===== config.mk =====
export PLATFORM = sky130hd
export DESIGN_NAME = scr1_imem_responder
export DESIGN_NICKNAME = d
export VERILOG_FILES = /design/src/rtl/scr1_imem_responder_pkg.sv /design/src/rtl/scr1_imem_responder.sv
export SDC_FILE = /design/constraint.sdc
export NUM_CORES = 1
export LEC_CHECK = 0
export BUFFER_PORTS_ARGS = -buffer_cell sky130_fd_sc_hd__buf_2
export CELL_PAD_IN_SITES_DETAIL_PLACEMENT = 0
export CELL_PAD_IN_SITES_GLOBAL_PLACEMENT = 1
export CORE_MARGIN = 5
export CORE_UTILIZATION = 11
export CTS_BUF_LIST = sky130_fd_sc_hd__clkbuf_4 sky130_fd_sc_hd__clkbuf_8
export DETAILED_ROUTE_END_ITERATION = 8
export HOLD_SLACK_MARGIN = 0.1
export PLACE_DENSITY_LB_ADDON = 0.1
export SLEW_MARGIN = 20
export SYNTH_ARGS = -nofsm -noshare
export SYNTH_HDL_FRONTEND = slang
export SYNTH_SLANG_ARGS = --single-unit

===== constraint.sdc =====
create_clock -name clk -period 3.75 [get_ports clk]
set_clock_uncertainty 0.15 [all_clocks]
set_input_delay 0.75 -clock clk [delete_from_list [all_inputs] [get_ports clk]]
set_output_delay 0.75 -clock clk [all_outputs]
set_load 0.1 [all_outputs]

===== src/rtl/scr1_imem_responder_pkg.sv =====
// Shared memory-interface types for the instruction-memory responder: command and
// response encodings plus the bus-width defaults used by the port lists.
`ifndef SCR1_IMEM_AWIDTH
`define SCR1_IMEM_AWIDTH 32
`endif
`ifndef SCR1_IMEM_DWIDTH
`define SCR1_IMEM_DWIDTH 32
`endif

package scr1_imem_responder_pkg;

    typedef enum logic {
        SCR1_MEM_CMD_RD = 1'b0,
        SCR1_MEM_CMD_WR = 1'b1
    } type_scr1_mem_cmd_e;

    typedef enum logic [1:0] {
        SCR1_MEM_RESP_NOTRDY = 2'b00,
        SCR1_MEM_RESP_RDY_OK = 2'b01,
        SCR1_MEM_RESP_RDY_ER = 2'b10
    } type_scr1_mem_resp_e;

    localparam int SCR1_RESP_WAIT_MAX = 15;

endpackage


===== src/rtl/scr1_imem_responder.sv =====
// Instruction-memory responder over an external sync RAM; response SCR1_RESP_WAIT+1 cycles
// after accept, one-cycle response; accepts only in IDLE or on a good response (no queueing).
module scr1_imem_responder
    import scr1_imem_responder_pkg::*;
#(
    parameter logic [`SCR1_IMEM_AWIDTH-1:0] SCR1_ADDR_MASK    = `SCR1_IMEM_AWIDTH'hFFFF0000,
    parameter logic [`SCR1_IMEM_AWIDTH-1:0] SCR1_ADDR_PATTERN = `SCR1_IMEM_AWIDTH'h00010000,
    parameter int                           SCR1_RESP_WAIT    = 0,
    parameter int                           SCR1_RAM_AWIDTH   = 10
) (
    input  logic                           clk,
    input  logic                           rst_n,
    input  logic                           imem_req,
    output logic                           imem_req_ack,
    input  type_scr1_mem_cmd_e             imem_cmd,
    input  logic [`SCR1_IMEM_AWIDTH-1:0]   imem_addr,
    output logic [`SCR1_IMEM_DWIDTH-1:0]   imem_rdata,
    output type_scr1_mem_resp_e            imem_resp,
    output logic                           mem_rd_en,
    output logic [SCR1_RAM_AWIDTH-1:0]     mem_rd_addr,
    input  logic [`SCR1_IMEM_DWIDTH-1:0]   mem_rd_data
);

    typedef enum logic [1:0] {
        ST_IDLE = 2'd0,
        ST_WAIT = 2'd1,
        ST_RESP = 2'd2
    } state_e;

    localparam bit         NO_WAIT   = (SCR1_RESP_WAIT == 0);
    localparam logic [3:0] WAIT_LOAD = NO_WAIT ? 4'd0 : 4'(SCR1_RESP_WAIT - 1);

    state_e                     state;
    logic [3:0]                 cnt;
    logic                       err_r;
    logic [SCR1_RAM_AWIDTH-1:0] addr_r;

    logic resp_ok;
    logic accept;
    logic req_err;
    logic wait_done;

    assign resp_ok   = (state == ST_RESP) && !err_r;
    // Gated by rst_n so the initiator never sees an ack while the block is held in reset.
    assign imem_req_ack = rst_n && ((state == ST_IDLE) || resp_ok);
    assign accept    = imem_req && imem_req_ack;
    assign req_err   = (imem_cmd != SCR1_MEM_CMD_RD) || (imem_addr[1:0] != 2'b00)
                    || ((imem_addr & SCR1_ADDR_MASK) != SCR1_ADDR_PATTERN);
    assign wait_done = (state == ST_WAIT) && (cnt == 4'd0);

    assign mem_rd_en   = (accept && NO_WAIT && !req_err) || (wait_done && !err_r);
    assign mem_rd_addr = (state == ST_WAIT) ? addr_r : imem_addr[SCR1_RAM_AWIDTH+1:2];

    assign imem_resp  = (state != ST_RESP) ? SCR1_MEM_RESP_NOTRDY
                      : (err_r ? SCR1_MEM_RESP_RDY_ER : SCR1_MEM_RESP_RDY_OK);
    assign imem_rdata = resp_ok ? mem_rd_data : '0;

    always_ff @(posedge clk or negedge rst_n) begin
        if (!rst_n) begin
            state  <= ST_IDLE;
            cnt    <= 4'd0;
            err_r  <= 1'b0;
            addr_r <= '0;
        end else begin
            case (state)
                ST_IDLE, ST_RESP: begin
                    if (accept) begin
                        err_r  <= req_err;
                        addr_r <= imem_addr[SCR1_RAM_AWIDTH+1:2];
                        if (NO_WAIT) begin
                            state <= ST_RESP;
                        end else begin
                            state <= ST_WAIT;
                            cnt   <= WAIT_LOAD;
                        end
                    end else begin
                        state <= ST_IDLE;
                    end
                end
                ST_WAIT: begin
                    if (cnt == 4'd0) state <= ST_RESP;
                    else             cnt   <= cnt - 4'd1;
                end
                default: state <= ST_IDLE;
            endcase
        end
    end

    always @(posedge clk) begin
        assert (SCR1_RESP_WAIT >= 0 && SCR1_RESP_WAIT <= SCR1_RESP_WAIT_MAX);
        if (rst_n && imem_req) begin
            assert (!$isunknown({imem_cmd, imem_addr}));
        end
    end

endmodule


== Word level (Yosys, flattened, before mapping) ==
Cells that the tools add are included.

* Register bits after elaboration: 17
* Bits of input ports: 68
* Output and inout bits: 46
* Word-level logic and storage cells: 36

* $add $sub $neg: 1
* Equal/unequal tests: 5
* Mux-type cells: 7
* Bitwise gates (word level): 1
* Reduce and logical (&&, ||, !) cells: 18

{| class="wikitable"
|+ Operators by type and width
! operator !! number
|-
| 2-to-1 mux 32 bit || 1
|-
| != test 16 x 1 -> 1 bit, second input constant || 1
|-
| 2-to-1 mux 10 bit || 1
|-
| 2-to-1 mux 2 bit || 4
|-
| logical AND 1 bit || 6
|-
| zero test 4 bit || 1
|-
| logical OR 1 bit || 4
|-
| case mux 2 bit (2 select lines) || 1
|-
| AND reduction 2 bit || 2
|-
| subtractor 4 x 1 -> 4 bit, second input constant || 1
|-
| equality test 2 x 1 -> 1 bit, second input constant || 1
|-
| equality test 2 bit, second input constant || 1
|-
| zero test 1 bit || 2
|-
| zero test 2 bit || 1
|-
| != test 2 x 1 -> 1 bit, second input constant || 1
|-
| != test 2 bit, second input constant || 1
|-
| nonzero test 2 bit || 1
|-
| OR reduction 2 bit || 1
|-
| NOT 1 bit || 1
|}

== Depth between registers and ports, before layout ==
Gate-level depths: netlist (run 1).

* Depth in word-level cells: 7
* Depth in mapped cells: 4

== Worst setup path before layout (run 1) ==
Ideal clock, no wire load.

* Kind: input-to-output
* Start: in imem_addr[0]
* End: out mem_rd_en
* Data arrival time: 3024 ps
* Data required time: 2850 ps
* Setup slack: -174 ps
* Stages on the path: 2
* Buffers on the path: 0
* Cells stage by stage: or4_4 > nor4b_2

* Cells in the longest elaborated chain, start to end: 6

{| class="wikitable"
|+ RTL lines
! element !! RTL line !! source
|-
| from (decl) || scr1_imem_responder.sv:16 || <nowiki>input logic [`SCR1_IMEM_AWIDTH-1:0] imem_addr,</nowiki>
|-
| nonzero test 2 bit || scr1_imem_responder.sv:47 || <nowiki>assign req_err = (imem_cmd != SCR1_MEM_CMD_RD) || (imem_addr[1:0] != 2'b00)</nowiki>
|-
| logical OR 1 bit || scr1_imem_responder.sv:47 ||
|-
| logical OR 1 bit || scr1_imem_responder.sv:48 || <nowiki>|| ((imem_addr & SCR1_ADDR_MASK) != SCR1_ADDR_PATTERN);</nowiki>
|-
| zero test 1 bit || scr1_imem_responder.sv:51 || <nowiki>assign mem_rd_en = (accept && NO_WAIT && !req_err) || (wait_done && !err_r);</nowiki>
|-
| logical AND 1 bit || scr1_imem_responder.sv:51 ||
|-
| logical OR 1 bit || scr1_imem_responder.sv:51 ||
|-
| to (decl) || scr1_imem_responder.sv:19 || <nowiki>output logic mem_rd_en,</nowiki>
|}

Every way passes these cells.

== Worst setup path in the final report (run 1) ==
Same ends and word-level chain as after synthesis.

==> out/summary.txt, run 1 <==
Final Slew Violations -> 0
Fillers -> 459
Pre-CTS setup slack -> 0.745 ns
Levels on crit path -> 4
Root Buffer -> clkbuf_8
Number of remaining DRC errors -> 0
Clock buffer depth -> 2
Tightest Pin Transition -> 0.688 ns
Crit start category -> input pin
Initial antenna violation count -> 0
CTS tree -> yes
Final Power -> 150 uW
Iter 0 DRT Violations -> 5
Synth cell types -> 17
Sink Count -> 2
Synth Warn # -> 0
Gpl congestion -> 0.689
Fmax -> 334 MHz
Post-Place Cells -> 190
Synth Area per Inst -> 6.99 um^2
Final nets -> 213
Synthesized instance count -> 63
Worst-path cell with the longest stage delay -> or4_4
Die footprint -> 5370 um^2
Tightest Hold Check Type -> in2async
First-pass GRT wire length -> 2810 um
Largest net degree at the start of global routing -> 21
Horiz. Die Dim -> 73.3 um
I/O Pins -> 114
Mapped Nets -> 131
Critical path fanouts, max -> 2
Worst setup path endpoint -> mem_rd_en
Peak supply drop -> 0.0917 mV
Vias per cell -> 3.58
Req. time, crit path -> 2.85 ns
Footprint of the multi-input gates -> 305 um^2
# rows -> 23
Max cap viols -> 0
Total CTS buffers -> 3
Die Height -> 73.3 um
Sequential area share after synthesis -> 11.4%
WP data arrival -> 2.09 ns
R2R depth -> 4
Register-to-register setup slack -> 2.66 ns
Clock transition at path regs -> 0.03 ns
Vias -> 690
Avg WL per Cell -> 10.2 um
Final worst setup slack -> 0.756 ns
CORE AREA -> 3940 um^2
Critical Path Start -> imem_addr[0]
Number of synthesized register bits -> 2
Synth Cell Area -> 440 um^2
Layout cells sized above 1 -> 66.4%
Most common cell on crit path -> buf_2
RR Endpoint -> err_r$_DFFE_PN0P_
Number of global-route vias before repair -> 655
Area Overhead vs Synth -> 109%
Power Dens Cells -> 163 nW/um^2
Drt total wl -> 1960 um
RSZ-0062 raised after global routing -> false
Final hold violation count -> 0
Leakage power figure -> 0.607 nW
Worst r2r src -> err_r$_DFFE_PN0P_
Remaining antenna violation count -> 0
Worst relative slew slack -> 54.0%
CP Class -> in2out
Gr ovfl total -> 0
Cell family with the largest share of critical-path delay -> simple AND/OR/NAND/NOR gates
Worst-path cell chain -> buf_2, or4_4, nor4b_4, buf_2
Seq. cell area -> 50.0 um^2
DP Wirelength -> 1790 um
Final period utilization -> 79.8%
Worst Path Buf+Inv -> 2
Status -> finished clean
GRT Total Usage -> 6.55%
Setup repair bufs after CTS -> 0
Final setup viols -> 0
Cell Count, Final, Fillers Out -> 193
Hold buffers post-CTS -> 0
Clk Latency, worst-skew pair -> 0.21 ns
Max stage delay on crit path -> 0.55 ns
PortBufs -> 89
Total Neg Setup Slack -> 0 ns
Max H-tree Level -> 1
Pre-Repair DR Iteration Count -> 2
Starting Density -> 11.2%
Tmin final -> 2.99 ns
Min Hold Slack -> 0.188 ns
Post-CTS sizing -> 0
Diodes inserted -> 0
CP endpoint kind -> primary output
==> kinds of logic after synthesis <==
group / share of synthesized area [%]
AO/OA/AOI/OAI: 2.56
buffers and inverters: 21.3
flip-flops: 11.4
AND/OR/NAND/NOR: 64.8
==> cell usage in the layout, fill, tap and decap left out, drive strengths merged <==
| cell type | instances |
|---|---|
| nor4b | 1 |
| dfrtp | 2 |
| and3 | 1 |
| a31oi | 1 |
| inv | 2 |
| buf | 90 |
| or4 | 1 |
| nor2b | 1 |
| a21oi | 1 |
| clkbuf | 3 |
| nand3 | 1 |
| nor3 | 1 |
| and2 | 33 |
| or4b | 1 |
| nor4 | 2 |
| nor2 | 1 |
| nand2 | 1 |
==> where the power goes <==
part	internal, mW	leakage, nW	switching (mW)
clock	0.0679	0.0216	0.0169
combinational	0.0222	0.564	0.0205
sequential	0.0224	0.0218	0.000238
==> cell usage after synthesis <==
cell / n / share of area (%)
nor2b_1: 1 / 1.4
nand2_1: 1 / 0.85
nor4b_2: 1 / 3.4
or4b_1: 1 / 2.3
dfrtp_1: 2 / 11
nor2_1: 1 / 0.85
nor3_1: 1 / 1.1
and2_1: 33 / 47
inv_1: 2 / 1.7
clkbuf_1: 3 / 2.6
nor4_1: 2 / 2.8
and3_1: 1 / 1.4
nand3_1: 1 / 1.1
buf_4: 10 / 17
or4_4: 1 / 2.6
a31oi_1: 1 / 1.4
a21oi_1: 1 / 1.1
==> cell type report <==
| type | count | area share (%) |
|---|---|---|
| tap | 50 | 6.80 |
| timing repair buffer | 90 | 49.3 |
| inverter | 2 | 0.816 |
| multi-input combinational | 46 | 33.2 |
| clock buffer | 3 | 4.49 |
| sequential | 2 | 5.44 |
==> state kept, by name (all words and copies together) (netlist names) <==
signal and flops:
state 1, err_r 1
==> metal layers <==
layer | up-vias | routed length, um | track usage [%]
met5 | - | 0 | 0
met4 | 0 | 21 | 3.48
met3 | 4 | 427 | 3.15
met2 | 62 | 967 | 11.3
met1 | 274 | 546 | 6.40
li1 | 350 | - | -
==> how the worst min path moves through the flow <==
stage           from                  to  cells past startpoint
6_report       rst_n  state[1]$_DFF_PN0_                      1
5_1_grt        rst_n   err_r$_DFFE_PN0P_                      1
4_1_cts        rst_n   err_r$_DFFE_PN0P_                      1
3_5_place_dp   rst_n  state[1]$_DFF_PN0_                      1
3_3_place_gp   rst_n   err_r$_DFFE_PN0P_                      1
2_1_floorplan  rst_n   err_r$_DFFE_PN0P_                      0
==> stage by stage <==
step           util, %  instance area (um^2)
3_3_place_gp      22.3                   878
4_1_cts           23.3                   920
5_1_grt           23.3                   920
2_1_floorplan        -                   449
6_report          23.3                   920
3_5_place_dp      22.3                   878
Note: power is estimated with default switching activity, not from simulation.
==> run 2, diff against run 1 <==
- ABC_AREA: not set -> 1
- CORE_UTILIZATION: 11 -> 13
- clock period: 3.75 -> 2.8 ns (I/O delays scaled with it)
==> out/summary.txt, run 2 <==
Top_reg_cell synth -> dfrtp_1
Synth cell types -> 12 (-5)
CTS tree -> yes
GRT busiest layer -> met2
Async S/R FF share, synth -> 100% (unchanged)
Clock buffer depth -> 2 (unchanged)
Final hold violation count -> 0 (unchanged)
Crit start category -> input pin
Synth area leader -> nor2_1
Gr ovfl total -> 0 (unchanged)
Iter 0 DRT Violations -> 13 (+8)
PortBufs -> 89 (unchanged)
Critical path fanouts, max -> 3 (+1)
CORE AREA -> 4440 um^2 (+13%)
Horiz. Die Dim -> 78.2 um (+6.7%)
Footprint of the multi-input gates -> 283 um^2 (-7.4%)
Tightest Hold Check Type -> reg2reg
Clk Latency, worst-skew pair -> 0.21 ns (about the same)
Root Buffer -> clkbuf_8
Die Height -> 78.2 um (+6.7%)
Worst-path cell chain -> dlygate4sd3_1, buf_2, nand2_2, nor2_2, nand3_1, nor2_2, clkbuf_4
Final Power -> 221 uW (+47%)
I/O Pins -> 114 (unchanged)
Worst relative slew slack -> 66.3% (+12 points)
Avg WL per Cell -> 8.58 um (-16%)
Area after DPL -> 1030 um^2 (+17%)
Number of remaining DRC errors -> 0 (unchanged)
Worst r2r src -> state[1]$_DFF_PN0_
Mapped Nets -> 200 (+53%)
Synthesized instance count -> 132 (+110%)
Max stage delay on crit path -> 0.53 ns (-0.02 ns)
Post-synthesis compound-gate area fraction -> 0.828% (-1.7 points)
Final Cell Area -> 1080 um^2 (+18%)
RSZ-0062 raised after global routing -> false
Post-synth EDFFs -> 0 (unchanged)
Most common cell on crit path -> nor2_2
Gpl congestion -> 0.659 (-4.4%)
Final setup viols -> 0 (unchanged)
Critical Path Start -> rst_n
Top post-synthesis cells by count -> nor2_1 (49), inv_1 (47), buf_4 (13)
CP endpoint kind -> primary output
Synth top area share -> 30.4% (-16 points)
Most common cell after layout, fill and taps aside -> buf_2
Max H-tree Level -> 1 (unchanged)
Peak supply drop -> 0.0602 mV (-34%)
Number of synthesized register bits -> 2 (unchanged)
Tmin final -> 2.67 ns
Fillers -> 524 (+14%)
First-pass GRT wire length -> 3350 um (+19%)
Die footprint -> 6110 um^2 (+14%)
Hold wc startpoint -> err_r$_DFFE_PN0P_
Final nets -> 283 (+33%)
Vias per cell -> 3.46 (-3.3%)
Drt total wl -> 2270 um (+16%)
Clock transition at path regs -> 0.03 ns (about the same)
Total Neg Setup Slack -> 0 ns (unchanged)
Synth Area per Inst -> 4.58 um^2 (-35%)
Number of global-route vias before repair -> 835 (+27%)
Diodes inserted -> 0 (unchanged)
Initial antenna violation count -> 0 (unchanged)
Power Dens Cells -> 205 nW/um^2 (+25%)
Final Slew Violations -> 0 (unchanged)
Synth Warn # -> 0 (unchanged)
Layout cells sized above 1 -> 45.1% (-21 points)
Combinational family with the most area after synthesis -> simple AND/OR/NAND/NOR gates
Commonest non-fill, non-tap cells in the layout -> buf_2 (88), nor2_1 (48), inv_1 (47)
# rows -> 24 (+4.3%)
Xor and xnor area share after synthesis -> 0% (unchanged)
Synth Cell Area -> 604 um^2 (+37%)
Adder-cell share of the synthesized area -> 0% (unchanged)
Area share of and/or/nand/nor cells after synthesis -> 45.5% (-19 points)
Final period utilization -> 95.3%
GRT Total Usage -> 6.71% (+0.17 points)
Remaining antenna violation count -> 0 (unchanged)
Area Overhead vs Synth -> 78.9%
Top Registers -> err_r: 1 flops, state: 1 flops
Req. time, crit path -> 2.09 ns (-0.76 ns)
Post-Place Cells -> 261 (+37%)
Worst Path Buf+Inv -> 3 (+1)
Most frequent cell after synthesis -> nor2_1
Seq. cell area -> 50.0 um^2 (unchanged)
Synth area leaders -> nor2_1 (30%), inv_1 (29%), buf_4 (16%), dfrtp_1 (8.3%), nand2_1 (7.5%)
Max cap viols -> 0 (unchanged)
WP data arrival -> 1.96 ns (-0.13 ns)
Mux contribution to synthesized area -> 0% (unchanged)
Tightest Pin Transition -> 0.509 ns (-0.179 ns)
Sequential area share after synthesis -> 8.28% (-3.1 points)
Pre-Repair DR Iteration Count -> 2 (unchanged)
GRT met2 Usage -> 12.2% (+0.92 points)
Largest net degree at the start of global routing -> 34 (+62%)
DP Wirelength -> 2040 um (+14%)
Vias -> 916 (+33%)
Met3 usage -> 4.00% (+0.86 points)
Total CTS buffers -> 3 (unchanged)
Starting Density -> 13.6% (+2.4 points)
Fmax -> 375 MHz
Leakage power figure -> 0.853 nW (+40%)
Status -> finished clean
Cell family with the largest share of critical-path delay -> buffers and inverters
Cell Count, Final, Fillers Out -> 265 (+37%)
Met1 Use GR -> 6.07% (-0.33 points)
CP Class -> in2out
Worst-path cell with the longest stage delay -> dlygate4sd3_1
Sink Count -> 2 (unchanged)
-- run 2: cell count changes in the layout (fill, tap and decap cells not counted), moves of 2 or more --
cell | before | now
and2_1 | 33 | 0
inv_1 | 2 | 47
nand2_1 | 1 | 12
nand3_1 | 1 | 3
nor2_1 | 1 | 48
nor2_2 | 0 | 2
nor4_1 | 2 | 0
-- run 2: tightest hold or removal path, delay by kind of cell, from the launching register on --
family / cells / cell delay, ns
simple gates: 3 / 0.20
flops: 1 / 0.33
-- run 2: per-stage QoR --
| stage | hold WS [ns] | utilization (%) | setup WS (ns) |
|---|---|---|---|
| global placement | 0.208 | 23.1 | 0.489 |
| CTS | 0.432 | 24.3 | 0.0156 |
| floorplan | 0.114 | - | 0.141 |
| finish | 0.430 | 24.3 | 0.133 |
| global route | 0.475 | 24.3 | 0.0538 |
| detailed placement | 0.210 | 23.1 | 0.516 |
-- run 2: worst paths after layout --
path	cells past startpoint	to	slack [ns]
hold reg to reg	3	state[1]$_DFF_PN0_	0.43
setup reg to reg	6	err_r$_DFFE_PN0P_	1.64
hold / removal	3	state[1]$_DFF_PN0_	0.43
min in group asynchronous	2	err_r$_DFFE_PN0P_	0.54
setup / recovery	7	mem_rd_en	0.13
max in group asynchronous	2	state[1]$_DFF_PN0_	1.86
-- run 2: report_power, final --
| part | switching [mW] | internal [mW] |
|---|---|---|
| Combinational | 0.0407 | 0.0368 |
| Sequential | 0.000352 | 0.0299 |
| Clock | 0.0224 | 0.0909 |
| Total | 0.0635 | 0.158 |
-- run 2: timing repair --
| action | CTS | global route |
|---|---|---|
| hold endpoints to repair | 2 | 0 |
| resized for setup | 0 | 1 |
| setup buffers | 0 | 0 |
| endpoints found under the setup margin | 0 | 1 |
| hold buffers | 1 | 0 |
-- run 2: kinds of logic (layout without fill, tap and decap cells) --
family | Yosys count | count (layout)
simple gates | 69 | 69
buf+inv | 60 | 141
flops | 2 | 2
compound gates | 1 | 1
-- run 2: metal layers --
layer / share of wire [%] / vias up
li1: - / 505
met1: 35 / 343
met3: 18 / 4
met4: 0.79 / 0
met2: 46 / 64
met5: 0 / -
-- run 2: cell type report --
class / count / area share, %
multi-input cells: 70 / 26.2
clock buffers: 3 / 3.82
flip-flops and latches: 2 / 4.63
inverters: 47 / 16.3
repair buffers: 91 / 43.1
well taps: 52 / 6.02
==> run 3, diff against run 2 <==
- MAX_ROUTING_LAYER: not set -> met4
==> out/summary.txt, run 3 (synthesis gave the netlist of run 2 again) <==
Layout cells sized above 1 -> 45.1% (unchanged)
Combinational share of power -> 35.1% (about the same)
Die Height -> 78.2 um (unchanged)
Most common cell after layout, fill and taps aside -> buf_2
PortBufs -> 89 (unchanged)
Sink Count -> 2 (unchanged)
Diodes inserted -> 0 (unchanged)
Clk Latency, worst-skew pair -> 0.21 ns (about the same)
CORE AREA -> 4440 um^2 (unchanged)
GRT busiest layer -> met2
First-pass GRT wire length -> 3350 um (unchanged)
Most common cell on crit path -> nor2_2
Commonest non-fill, non-tap cells in the layout -> buf_2 (88), nor2_1 (48), inv_1 (47)
Iter 0 DRT Violations -> 21 (+8)
Max cap viols -> 0 (unchanged)
Tmin final -> 2.67 ns (-0.0000200 ns)
WP data arrival -> 1.96 ns (about the same)
Starting Density -> 13.6% (unchanged)
Leakage power figure -> 0.853 nW (unchanged)
Seq. cell area -> 50.0 um^2 (unchanged)
RR Endpoint -> err_r$_DFFE_PN0P_
Status -> finished clean
Remaining antenna violation count -> 0 (unchanged)
Final nets -> 283 (unchanged)
Gr ovfl total -> 0 (unchanged)
Tightest Hold Check Type -> reg2reg
GRT met2 Usage -> 12.2% (unchanged)
Final Power -> 221 uW (about the same)
Sequential group share of total power -> 13.7% (about the same)
Register-to-register setup slack -> 1.64 ns (about the same)
Drt total wl -> 2270 um (about the same)
Final period utilization -> 95.3% (about the same)
Fmax -> 375 MHz (about the same)
Avg WL per Cell -> 8.57 um (about the same)
Final Slew Violations -> 0 (unchanged)
GRT Total Usage -> 6.91% (+0.20 points)
Root Buffer -> clkbuf_8
Total CTS buffers -> 3 (unchanged)
Worst-path cell with the longest stage delay -> dlygate4sd3_1
Crit start category -> input pin
# rows -> 24 (unchanged)
Clock buffer depth -> 2 (unchanged)
Req. time, crit path -> 2.09 ns (about the same)
CP Class -> in2out
Total Neg Setup Slack -> 0 ns (unchanged)
Vias -> 917 (+0.11%)
Peak supply drop -> 0.0599 mV (-0.51%)
Met3 usage -> 3.55% (-0.46 points)
Post-Place Cells -> 261 (unchanged)
Gpl congestion -> 0.665 (+0.93%)
Largest net degree at the start of global routing -> 34 (unchanged)
Psw -> 63.3 uW (-0.22%)
Cell Count, Final, Fillers Out -> 265 (unchanged)
CP endpoint kind -> primary output
Worst setup path endpoint -> mem_rd_en
CTS tree -> yes
RSZ-0062 raised after global routing -> false
Worst r2r src -> state[1]$_DFF_PN0_
Power Internal -> 158 uW (about the same)
Clock transition at path regs -> 0.03 ns (about the same)
Worst-path cell chain -> dlygate4sd3_1, buf_2, nand2_2, nor2_2, nand3_1, nor2_2, clkbuf_4
Vias per cell -> 3.46 (+0.11%)
Met1 Use GR -> 6.34% (+0.27 points)
Power Dens Cells -> 204 nW/um^2 (about the same)
Pre-Repair DR Iteration Count -> 2 (unchanged)
Final hold violation count -> 0 (unchanged)
DP Wirelength -> 2040 um (unchanged)
Hold wc startpoint -> err_r$_DFFE_PN0P_
I/O Pins -> 114 (unchanged)
Tightest Pin Transition -> 0.509 ns (unchanged)
Footprint of the multi-input gates -> 283 um^2 (unchanged)
Critical path fanouts, max -> 3 (unchanged)
Number of global-route vias before repair -> 835 (unchanged)
Sw frac -> 28.7% (-0.042 points)
Final setup viols -> 0 (unchanged)
Setup repair bufs after CTS -> 0 (unchanged)
Max stage delay on crit path -> 0.53 ns (about the same)
Die footprint -> 6110 um^2 (unchanged)
Initial antenna violation count -> 0 (unchanged)
R2R depth -> 6 (unchanged)
Max H-tree Level -> 1 (unchanged)
Area Overhead vs Synth -> 78.9% (unchanged)
Critical Path Start -> rst_n
Fillers -> 524 (unchanged)
Top Registers -> err_r: 1 flops, state: 1 flops
Horiz. Die Dim -> 78.2 um (unchanged)
Worst relative slew slack -> 66.3% (unchanged)
Number of remaining DRC errors -> 0 (unchanged)
Clock Power Share -> 51.2% (about the same)
==> run 3: cell counts in the layout (fill, tap and decap cells not counted) <==
Identical to the previous run, type by type.
==> run 3: critical path: cells and delay by family <==
family	cells	cell delay [ns]
and+or+nand+nor	4	0.41
buffers and inverters	3	0.99
==> run 3: per-layer routing <==
metal  part of all wire (%)  vias to the layer above  routed length (um)
li1                       -                      505                   -
met1                     36                      343                 820
met2                     46                       65                1050
met3                     17                        4                 384
met4                   0.70                        0                  16
met5                      0                        -                   0
==> run 3: power by group through the flow <==
stage / sequential, mW / clock, mW / combinational (mW)
floorplan: 0.0305 / 0 / 0.102
detailed placement: 0.0306 / 0 / 0.0770
global route: 0.0304 / 0.121 / 0.0879
CTS: 0.0303 / 0.117 / 0.0785
finish: 0.0303 / 0.113 / 0.0776
global placement: 0.0305 / 0 / 0.0766
==> run 3: area by class of cell <==
| type | count | area share, % |
|---|---|---|
| Tap cell | 52 | 6.02 |
| Timing Repair Buffer | 91 | 43.1 |
| Inverter | 47 | 16.3 |
| Clock buffer | 3 | 3.82 |
| Sequential cell | 2 | 4.63 |
| Multi-Input combinational cell | 70 | 26.2 |
==> run 3: what timing repair did <==
action	in CTS	in global routing
gates resized for setup	0	1
endpoints found under the hold margin	2	0
hold buffers	1	0
endpoints found under the setup margin	0	1
==> run 3: how the worst min path moves through the flow <==
stage	endpoint	slack [ns]	depth (start not counted)
floorplan	err_r$_DFFE_PN0P_	0.11	0
global placement	state[1]$_DFF_PN0_	0.21	1
detailed placement	err_r$_DFFE_PN0P_	0.21	1
CTS	state[1]$_DFF_PN0_	0.43	3
global route	state[1]$_DFF_PN0_	0.47	3
finish	state[1]$_DFF_PN0_	0.43	3
==> run 3: per-stage QoR <==
step           instance area (um^2)  worst slack, ns  utilization (%)  hold WS, ns
2_1_floorplan                   607            0.141                -        0.114
3_3_place_gp                   1030            0.489             23.1        0.208
3_5_place_dp                   1030            0.516             23.1        0.210
4_1_cts                        1080           0.0156             24.3        0.432
5_1_grt                        1080           0.0538             24.3        0.475
6_report                       1080            0.133             24.3        0.430
